===== src/rtl/bcd_timer_pkg.sv =====
// Shared types, active-low seven-segment patterns and the BCD borrow helper
// for the BCD countdown timer.
package bcd_timer_pkg;

    typedef enum logic [1:0] {
        IDLE    = 2'd0,
        PAUSED  = 2'd1,
        RUNNING = 2'd2,
        EXPIRED = 2'd3
    } timer_state_e;

    // Segment order is {g,f,e,d,c,b,a}; a 0 lights the segment.
    localparam logic [6:0] SEG_0     = 7'h40;
    localparam logic [6:0] SEG_1     = 7'h79;
    localparam logic [6:0] SEG_2     = 7'h24;
    localparam logic [6:0] SEG_3     = 7'h30;
    localparam logic [6:0] SEG_4     = 7'h19;
    localparam logic [6:0] SEG_5     = 7'h12;
    localparam logic [6:0] SEG_6     = 7'h02;
    localparam logic [6:0] SEG_7     = 7'h78;
    localparam logic [6:0] SEG_8     = 7'h00;
    localparam logic [6:0] SEG_9     = 7'h10;
    localparam logic [6:0] SEG_BLANK = 7'h7F;

    // One link of the borrow chain: returns {borrow_out, digit_out}.
    function automatic logic [4:0] bcd_dec(input logic [3:0] digit, input logic borrow_in);
        logic [4:0] result;
        result = {1'b0, digit};
        if (borrow_in) begin
            if (digit == 4'd0) begin
                result = {1'b1, 4'd9};
            end else begin
                result = {1'b0, digit - 4'd1};
            end
        end
        return result;
    endfunction

endpackage


===== src/rtl/bcd_to_7seg.sv =====
// Combinational BCD to active-low seven-segment decoder; codes 10..15 blank.
module bcd_to_7seg
    import bcd_timer_pkg::*;
(
    input  logic [3:0] bcd,
    output logic [6:0] seg
);

    always_comb begin
        seg = SEG_BLANK;
        case (bcd)
            4'd0: seg = SEG_0;
            4'd1: seg = SEG_1;
            4'd2: seg = SEG_2;
            4'd3: seg = SEG_3;
            4'd4: seg = SEG_4;
            4'd5: seg = SEG_5;
            4'd6: seg = SEG_6;
            4'd7: seg = SEG_7;
            4'd8: seg = SEG_8;
            4'd9: seg = SEG_9;
            default: seg = SEG_BLANK;
        endcase
    end

endmodule


===== src/rtl/bcd_countdown_timer.sv =====
// N-digit BCD countdown timer with tick prescaler and seven-segment outputs.
// Define AUTO_RELOAD_EN to reload the selected preset instead of expiring.
module bcd_countdown_timer
    import bcd_timer_pkg::*;
#(
    parameter int                        NUM_DIGITS = 2,
    parameter int                        TICK_DIV   = 50000000,
    parameter logic [4*NUM_DIGITS-1:0]   PRESET0    = 'h24,
    parameter logic [4*NUM_DIGITS-1:0]   PRESET1    = 'h30
) (
    input  logic                      clk,
    input  logic                      rst,
    input  logic                      select,
    input  logic                      load,
    input  logic                      enable,
    output logic [4*NUM_DIGITS-1:0]   count,
    output logic [7*NUM_DIGITS-1:0]   seg,
    output logic                      running,
    output logic                      expired
);

    localparam int W  = 4 * NUM_DIGITS;
    localparam int PW = (TICK_DIV > 1) ? $clog2(TICK_DIV) : 1;
    localparam logic [PW-1:0] PRE_MAX = PW'(TICK_DIV - 1);

    for (genvar i = 0; i < NUM_DIGITS; i++) begin : g_preset_check
        if (PRESET0[4*i +: 4] > 4'd9 || PRESET1[4*i +: 4] > 4'd9) begin : g_bad_preset
            $error("bcd_countdown_timer: preset digit %0d is not a BCD digit", i);
        end
    end

    timer_state_e  state;
    logic [PW-1:0] pre;
    logic [W-1:0]  preset_sel;
    logic [W-1:0]  dec_val;
    logic          borrow;

    assign preset_sel = select ? PRESET1 : PRESET0;

    always_comb begin
        dec_val = '0;
        borrow  = 1'b1;
        for (int i = 0; i < NUM_DIGITS; i++) begin
            {borrow, dec_val[4*i +: 4]} = bcd_dec(count[4*i +: 4], borrow);
        end
    end

    always_ff @(posedge clk) begin
        if (rst) begin
            state   <= IDLE;
            count   <= '0;
            pre     <= '0;
            running <= 1'b0;
            expired <= 1'b0;
        end else if (load) begin
            count   <= preset_sel;
            pre     <= '0;
            running <= 1'b0;
            if (preset_sel == '0) begin
                state   <= EXPIRED;
                expired <= 1'b1;
            end else begin
                state   <= PAUSED;
                expired <= 1'b0;
            end
        end else begin
            case (state)
                PAUSED: begin
                    if (enable) begin
                        state   <= RUNNING;
                        running <= 1'b1;
                    end
                end
                RUNNING: begin
                    expired <= 1'b0;
                    // Dropping enable wins over a coincident tick: no step.
                    if (!enable) begin
                        state   <= PAUSED;
                        running <= 1'b0;
                    end else if (pre == PRE_MAX) begin
                        pre <= '0;
                        if (dec_val == '0) begin
`ifdef AUTO_RELOAD_EN
                            count   <= preset_sel;
                            expired <= 1'b1;
`else
                            count   <= '0;
                            state   <= EXPIRED;
                            running <= 1'b0;
                            expired <= 1'b1;
`endif
                        end else begin
                            count <= dec_val;
                        end
                    end else begin
                        pre <= pre + PW'(1);
                    end
                end
                default: begin
                end
            endcase
        end
    end

    for (genvar i = 0; i < NUM_DIGITS; i++) begin : g_digit
        bcd_to_7seg u_dec (
            .bcd (count[4*i +: 4]),
            .seg (seg[7*i +: 7])
        );
    end

endmodule

===== config.mk =====
export PLATFORM = sky130hd
export DESIGN_NAME = bcd_countdown_timer
export DESIGN_NICKNAME = d
export VERILOG_FILES = /design/src/rtl/bcd_timer_pkg.sv /design/src/rtl/bcd_to_7seg.sv /design/src/rtl/bcd_countdown_timer.sv
export SDC_FILE = /design/constraint.sdc
export NUM_CORES = 1
export LEC_CHECK = 0
export ABC_AREA = 1
export BUFFER_PORTS_ARGS = -buffer_cell sky130_fd_sc_hd__buf_2
export CORE_MARGIN = 1.5
export CORE_UTILIZATION = 45
export CTS_BUF_LIST = sky130_fd_sc_hd__clkbuf_4
export DETAILED_ROUTE_END_ITERATION = 8
export PLACE_DENSITY_LB_ADDON = 0.05
export SYNTH_ARGS = -nofsm -noshare
export SYNTH_HDL_FRONTEND = slang
export SYNTH_SLANG_ARGS = --single-unit

===== constraint.sdc =====
create_clock -name clk -period 5 [get_ports clk]
set_input_delay 1.25 -clock clk [delete_from_list [all_inputs] [get_ports clk]]
set_output_delay 1.25 -clock clk [all_outputs]
set_load 0.02 [all_outputs]

-- Word-level counts from Yosys, hierarchy flattened
Memory sizes are Yosys's and may differ from the RTL's. A register that Yosys moved wholly into a read port is not among the register bits.
Cells that the tools add are included.
- ROM bits: 224
- flip-flop bits (word level): 38
- output and inout bits: 24
- input port bits: 5
- memories kept: 2
- logic and storage cells: 65
- memories (name ; words ; width ; rd ports ; clocked after Yosys merged registers in ; wr ports ; line ; source):
    (name not given) ; 16 ; 7 ; 1 ; 1 ; 0 ; bcd_to_7seg.sv:11 ; case (bcd)
    (name not given) ; 16 ; 7 ; 1 ; 1 ; 0 ; bcd_to_7seg.sv:11 ;
- add/sub/neg operators: 3
- eq/ne operators: 9
- reduce and logical (&&, ||, !) cells: 14
- multiplexer cells: 32
- operator list (operator ; number):
    $mux W8 ; 5
    $add A26 B1 Y26 const B ; 1
    $eq A26 B26 Y1 const B ; 1
    $mux W26 ; 1
    $mux W4 ; 6
    $logic_not A8 Y1 ; 2
    $mux W2 ; 6
    $mux W1 ; 10
    $mux W5 ; 2
    $ne A3 B3 Y1 const B ; 3
    $logic_not A4 Y1 ; 2
    $ne A4 B4 Y1 const B ; 2
    $reduce_and A4 Y1 ; 2
    $reduce_bool A2 Y1 ; 4
    $sub A4 B1 Y4 const B ; 2
    $pmux W2 S2 ; 1
    $reduce_and A3 Y1 ; 1
    $reduce_bool A3 Y1 ; 1
    $eq A2 B1 Y1 const B ; 1
    $eq A2 B2 Y1 const B ; 1
    $ne A2 B2 Y1 const B ; 1
    $pmux W1 S2 ; 1
    $reduce_and A2 Y1 ; 1
    $reduce_or A2 Y1 ; 1

-- Depth between registers and ports, before layout
Gate-level depths: netlist of the first run.
- depth in word-level cells: 11
- gate-level depth with buffers: 18
- gate-level depth less buffers: 18

-- Cells and area by module
From an unflattened synthesis of the first run, not the netlist that was laid out.
- cell total of the unflattened synthesis: 387
- area total of the unflattened synthesis: 2508.7 µm²
- by module, submodules not included (module ; seq. area each (µm²) ; times used ; cells each ; area each (µm²)):
    bcd_countdown_timer ; 760.7 ; 1 ; 317 ; 2133.3
    bcd_to_7seg ; 0.0 ; 2 ; 35 ; 187.7

-- Worst setup path after synthesis of the first run
No wires, ideal clock.
- path type: input to register
- start point: in enable
- end point: reg, netlist name g_digit[1].u_dec.seg[3]
- setup slack: 2127 ps
- arrival time: 2752 ps
- required time: 4879 ps
- stages: 12
- setup time: 121 ps
- path through: inv_1 nor2_4 nand3_4 nand2_4 nor2_1 nor2_2 nand2_1 inv_1 ha_1 nand3b_1 nand3_1 nand2_1
- word-level cells in the longest chain between the ends: 4
- ends and longest elaborated chain (what ; line ; source):
    start: declaration ; bcd_countdown_timer.sv:15 ; input logic enable,
    $reduce_bool A2 Y1 (no source line) ; n/a ;
    $reduce_and A3 Y1 (no source line) ; n/a ;
    $mux W4 (no source line) (2 in a row) ; n/a ;
No other way between the ends.
A chain may end at the register's enable or synchronous reset.

-- Final worst setup path of the first run
- start point: in enable
- end point: reg, netlist name g_digit[1].u_dec.seg[3]
- word-level cells in the longest chain between the ends: 4
- ends and longest elaborated chain (what):
    $reduce_bool A2 Y1 (no source line)
    $reduce_and A3 Y1 (no source line)
    $mux W4 (no source line) (2 in a row)
No other way between the ends.

==> reports/results.ini, run 1 <==
[finish]
synthToLayoutAreaGrowth_pct=9.20
finish.utilization_pct=52.0
seq_area_mm2=0.00104
nets=489
multiInputGateArea_mm2=0.00175
diodes=0
nFillCells=655
final_common_cell=nand2_1
drive_above_1_share_pct=18.2
layout_common_cells=nand2_1 (113), inv_1 (53), dfxtp_1 (52), nor2_1 (50), nand3_1 (32)

[power]
power_switching_w=0.000213
internal-power_w=0.000570
power.share.sequential_pct=55.5
combPwrFrac_pct=13.2
clkPwrFrac_pct=31.4
power.density_mw_per_mm2=233
p_leak_nw=1.59
switching_share_pct=27.2
ir_worst_vdd_mv=0.152

[timing]
hold_violations=0
slew_headroom_pct=66.5
fmax_mhz=337
drv_slew=0
setup_viol=0
fin_crit_sh_pct=59.4
setup_tns_ps=0
fin_skew_ps=8.17
worst_slew_pin_slew_ps=502
rsz0062_at_grt=false
period_minus_slack_ps=2970

[route]
routedWlPerCell_um=12.1
vias=2758
wl_um=6620
via_per_inst=5.02
postRouteAntennaNets=0
drtPass1Iterations=4
drc=0
drtIter0Drc=128

[synth]
syn-instance-count=442
synth_top_area_share_pct=33.9
yosys.area.top_type=dfxtp_1
ys_seq_area_share_pct=33.9
synthDistinctLibCells=41
synth_area_mm2=0.00307
syn_nets=460
ys_seq_elements=52
avgSynthCellArea_um2=6.96
ys_top_cells_by_area=dfxtp_1 (34%), nand2_1 (14%), inv_1 (6.5%), nor2_1 (6.1%), ha_1 (5.3%)
synth-warning-count=0

[grt]
grt_pass1_wl_um=11700
gr-usage-all-layers_pct=19.6
overflow=0
antenna_found_initial=0
grt_pass1_vias=2577
grt_max_degree=16

[clock_tree]
path_clk_slew_ps=150
htreeDepth=2
clk_latency_ps=380
cts_tree=yes
cts_setup_buffers=0
hold_buffers=0
cts_resized=0
cts.sinks=52
cts_buffer_depth=2
cts_buffers=5
cts_root_buffer=clkbuf_4

[placed_design]
gp_congestion=0.844
io_buffers=28
place_hpwl_um=5220

[floorplanning]
die-area_mm2=0.00734
io_pins=29
die_w_um=85.7
rows=29
die_h_um=85.7
initial_utilization_pct=47.6
core-area_mm2=0.00646

[critical_path]
crit_required_ps=5280
worstPathMaxFanout=15
critPathKind=in2reg
endpoint_kind=flop
start_kind=primary input
critical_path_arrival_ps=3250

[run_status]
status=complete, no violations

[job]
max_cap_viol_count=0

[hold_path]
holdCritPathClass=reg2reg

## layer usage
| layer | share of wire [%] | global-route usage [%] | routed length, um | up-vias |
|---|---|---|---|---|
| met1 | 47 | 24.6 | 3130 | 1249 |
| met3 | 2.8 | 3.27 | 186 | 9 |
| li1 | - | - | - | 1466 |
| met5 | 0 | 0 | 0 | - |
| met2 | 49 | 33.9 | 3230 | 34 |
| met4 | 1.2 | 6.60 | 82 | 0 |
## area by class of cell
class | count | share of cell area, %
timing repair buffer | 28 | 4.17
multi-input combinational | 319 | 52.2
clock buffer | 6 | 1.34
clock inverter | 2 | 1.04
inverter | 65 | 7.34
tap | 77 | 2.87
sequential | 52 | 31.0
## stage by stage
stage | power (W) | instance area (um2) | std cells | setup slack (ps) | hold WS [ps]
2_1_floorplan | 0.000519 | 3070 | 442 | 2130 | 451
3_3_place_gp | 0.000546 | 3280 | 541 | 1670 | 446
3_5_place_dp | 0.000547 | 3280 | 541 | 1590 | 458
4_1_cts | 0.000793 | 3360 | 549 | 2010 | 477
5_1_grt | 0.000824 | 3360 | 549 | 1810 | 508
6_report | 0.000783 | 3360 | 549 | 2030 | 471
## worst max-delay path: stages
cell and delay, ps:
buf_2 100, inv_1 70, nor2_4 330, nand3_4 230
nand2_4 140, nor2_1 50, nor2_2 200, nand2_1 170
inv_1 130, ha_1 230, nand3b_1 170, nand3_1 110
nand2_1 60
## power by group through the flow
stage | registers (W) | clock network (W) | logic (W)
floorplan | 0.000458 | 0 | 0.0000614
global route | 0.000435 | 0.000272 | 0.000116
global placement | 0.000443 | 0 | 0.000103
finish | 0.000434 | 0.000246 | 0.000103
CTS | 0.000434 | 0.000254 | 0.000104
detailed placement | 0.000443 | 0 | 0.000104
## registers in the layout, indices dropped and copies added (netlist names)
register and flops:
count 8, expired 1, g_digit.u_dec.seg 14, state 2, pre 26, running 1
## path summary, 6_finish.rpt
kind	startpoint	to	slack, ps	cells past startpoint
worst max-delay path	enable	g_digit[1].u_dec.seg[3]	2030	13
worst min-delay path	running	running	470	2
worst max register to register	pre[0]	g_digit[1].u_dec.seg[3]	2450	15
worst min register to register	running	running	470	2
## synth_stat cells, drive strengths merged
master and count:
nor2 59, buf 5, mux2i 1, nand4 12, o21ai 13, dfxtp 52, and3 1, nor4 2
nor3 10, o21bai 1, ha 13, nand2 131, o21a 1, nand3 37, a21oi 16, inv 65
clkbuf 1, xor2 5, nor3b 3, o211ai 3, a31oi 1, a21boi 1, a211oi 3, nand3b 6
## logic make-up after synthesis
logic type / Yosys count / share of synthesized area, %
xor+xnor: 5 / 1.42
flops: 52 / 33.9
buf+inv: 71 / 9.12
fa+ha+maj: 13 / 5.29
simple gates: 261 / 42.0
mux: 1 / 0.326
compound gates: 39 / 8.02
Power figures use the tool's default switching activity.
==> run 2, diff against run 1 <==
==> constraint.sdc (replaced) <==
create_clock -name clk -period 2.95 [get_ports clk]
set_input_delay 0.7375 -clock clk [delete_from_list [all_inputs] [get_ports clk]]
set_output_delay 0.7375 -clock clk [all_outputs]
set_load 0.02 [all_outputs]
==> reports/results.ini, run 2 (same netlist as run 1, synthesis figures left out) <==
[route]
via_per_inst=5.01  ; -0.22%
drc=0  ; unchanged
drtIter0Drc=67  ; -48%
vias=2762  ; +0.15%
drtPass1Iterations=5  ; +1
postRouteAntennaNets=0  ; unchanged
wl_um=6570  ; -0.68%
routedWlPerCell_um=11.9  ; -1.0%

[critical_path]
path_cells=ha_1, nand2_1, nor2_1, nand2_1, nor2_4, nand3_4, nand2_4, nor2_1, nor2_2, nand2_1, inv_1, ha_1, nand3b_1, nand3_1, nand2_1
critical_path_arrival_ps=2810  ; -440 ps
cpPeakStageDelay_ps=430  ; +100 ps
cp.depth=15  ; +2
r2r_start=pre[0]
worstPathMaxFanout=8  ; -7
crit_family=simple AND/OR/NAND/NOR gates
crit_required_ps=3240  ; -2040 ps
critPathKind=reg2reg
crit_buf_inv=1  ; -2
worstSetupStartpoint=pre[0]
endpoint_kind=flop
start_kind=flop
r2r_cells=15  ; unchanged
r2r-end=g_digit[1].u_dec.seg[3]
r2r_slack_ps=420  ; -2030 ps
crit_path_frequent_cell=nand2_1
critical-path-slowest-cell=dfxtp_1
cp-endpoint=g_digit[1].u_dec.seg[3]

[timing]
drv_slew=0  ; unchanged
setup_tns_ps=0  ; unchanged
worst_slew_pin_slew_ps=391  ; -112 ps
rsz0062_at_grt=false
setup_viol=0  ; unchanged
slew_headroom_pct=73.9  ; +7.4 points
period_minus_slack_ps=2530
hold_violations=0  ; unchanged
fmax_mhz=396
fin_skew_ps=13.8  ; +5.58 ps
fin_crit_sh_pct=85.6

[finish]
drive_above_1_share_pct=18.6  ; +0.35 points
layout_common_cells=nand2_1 (113), inv_1 (53), dfxtp_1 (52), nor2_1 (50), nand3_1 (32)
final_common_cell=nand2_1
synthToLayoutAreaGrowth_pct=9.69
top_register=pre
largest_reg_flops=26  ; unchanged
diodes=0  ; unchanged
nets=491  ; +0.41%

[hold_path]
whs_path_depth=2  ; unchanged
holdCritPathClass=reg2reg

[floorplanning]
die-area_mm2=0.00734  ; unchanged
die_w_um=85.7  ; unchanged
core-area_mm2=0.00646  ; unchanged
rows=29  ; unchanged
io_pins=29  ; unchanged
die_h_um=85.7  ; unchanged
initial_utilization_pct=47.6  ; unchanged

[run_status]
status=complete, no violations

[clock_tree]
cts.sinks=52  ; unchanged
clk_latency_ps=370  ; about the same
cts_buffer_depth=2  ; unchanged
path_clk_slew_ps=160  ; about the same
cts_setup_buffers=0  ; unchanged
cts_tree=yes
cts_resized=0  ; unchanged
cts_buffers=5  ; unchanged
cts_root_buffer=clkbuf_4
hold_buffers=0  ; unchanged
htreeDepth=2  ; unchanged

[power]
power.density_mw_per_mm2=392  ; +68%
p_leak_nw=1.60  ; +0.36%
p_total_w=0.00132  ; +69%
ir_worst_vdd_mv=0.193  ; +27%

[grt]
grt_pass1_wl_um=11400  ; -2.4%
grt_pass1_vias=2602  ; +0.97%
gr-usage-all-layers_pct=19.1  ; -0.45 points
grt_max_degree=17  ; +1
overflow=0  ; unchanged
antenna_found_initial=0  ; unchanged

[job]
max_cap_viol_count=0  ; unchanged

[placed_design]
gp_congestion=0.827  ; -2.0%
io_buffers=28  ; unchanged
place_hpwl_um=5180  ; -0.84%

## run 2: metrics by stage
| step | worst slack, ps | utilization [%] | hold WS (ps) | area, um2 | instances |
|---|---|---|---|---|---|
| floorplan | 590 | - | 451 | 3070 | 442 |
| global placement | 414 | 51.0 | 451 | 3290 | 543 |
| detailed placement | 365 | 51.0 | 452 | 3290 | 543 |
| CTS | 411 | 52.2 | 473 | 3370 | 551 |
| global route | 97.9 | 52.2 | 501 | 3370 | 551 |
| finish | 424 | 52.2 | 472 | 3370 | 551 |
## run 2: how the worst min path moves through the flow
stage	from	end	slack [ps]
after global routing	running	running	500
final	running	running	470
after detailed placement	running	running	450
after CTS	running	running	470
after global placement	running	running	450
after floorplan	pre[23]	pre[23]	450
## run 2: cell type report
| class | count | area (um2) |
|---|---|---|
| multi-input cells | 319 | 1750 |
| clock inverters | 3 | 42.5 |
| inverters | 65 | 246 |
| flip-flops and latches | 52 | 1040 |
| fillers | 650 | 3090 |
| clock buffers | 5 | 37.5 |
| well taps | 77 | 96.3 |
| repair buffers | 30 | 155 |
## run 2: report_power, final
part / total, W / internal (W) / switching [W]
sequential: 0.000735 / 0.000725 / 0.0000101
combinational: 0.000175 / 0.0000555 / 0.000120
clock: 0.000410 / 0.000177 / 0.000233
## run 2: layer usage
layer  GRT usage, %  vias to the layer above  routed length (um)
li1               -                     1475                   -
met1           24.0                     1246                3130
met2           33.3                       34                3200
met3           3.18                        7                 170
met4           6.45                        0                  78
met5              0                        -                   0
## run 2: worst min-delay path: stages, from the launching register on
cell and delay [ps]:
dfxtp_1 340, nand2_1 60, a21oi_1 50
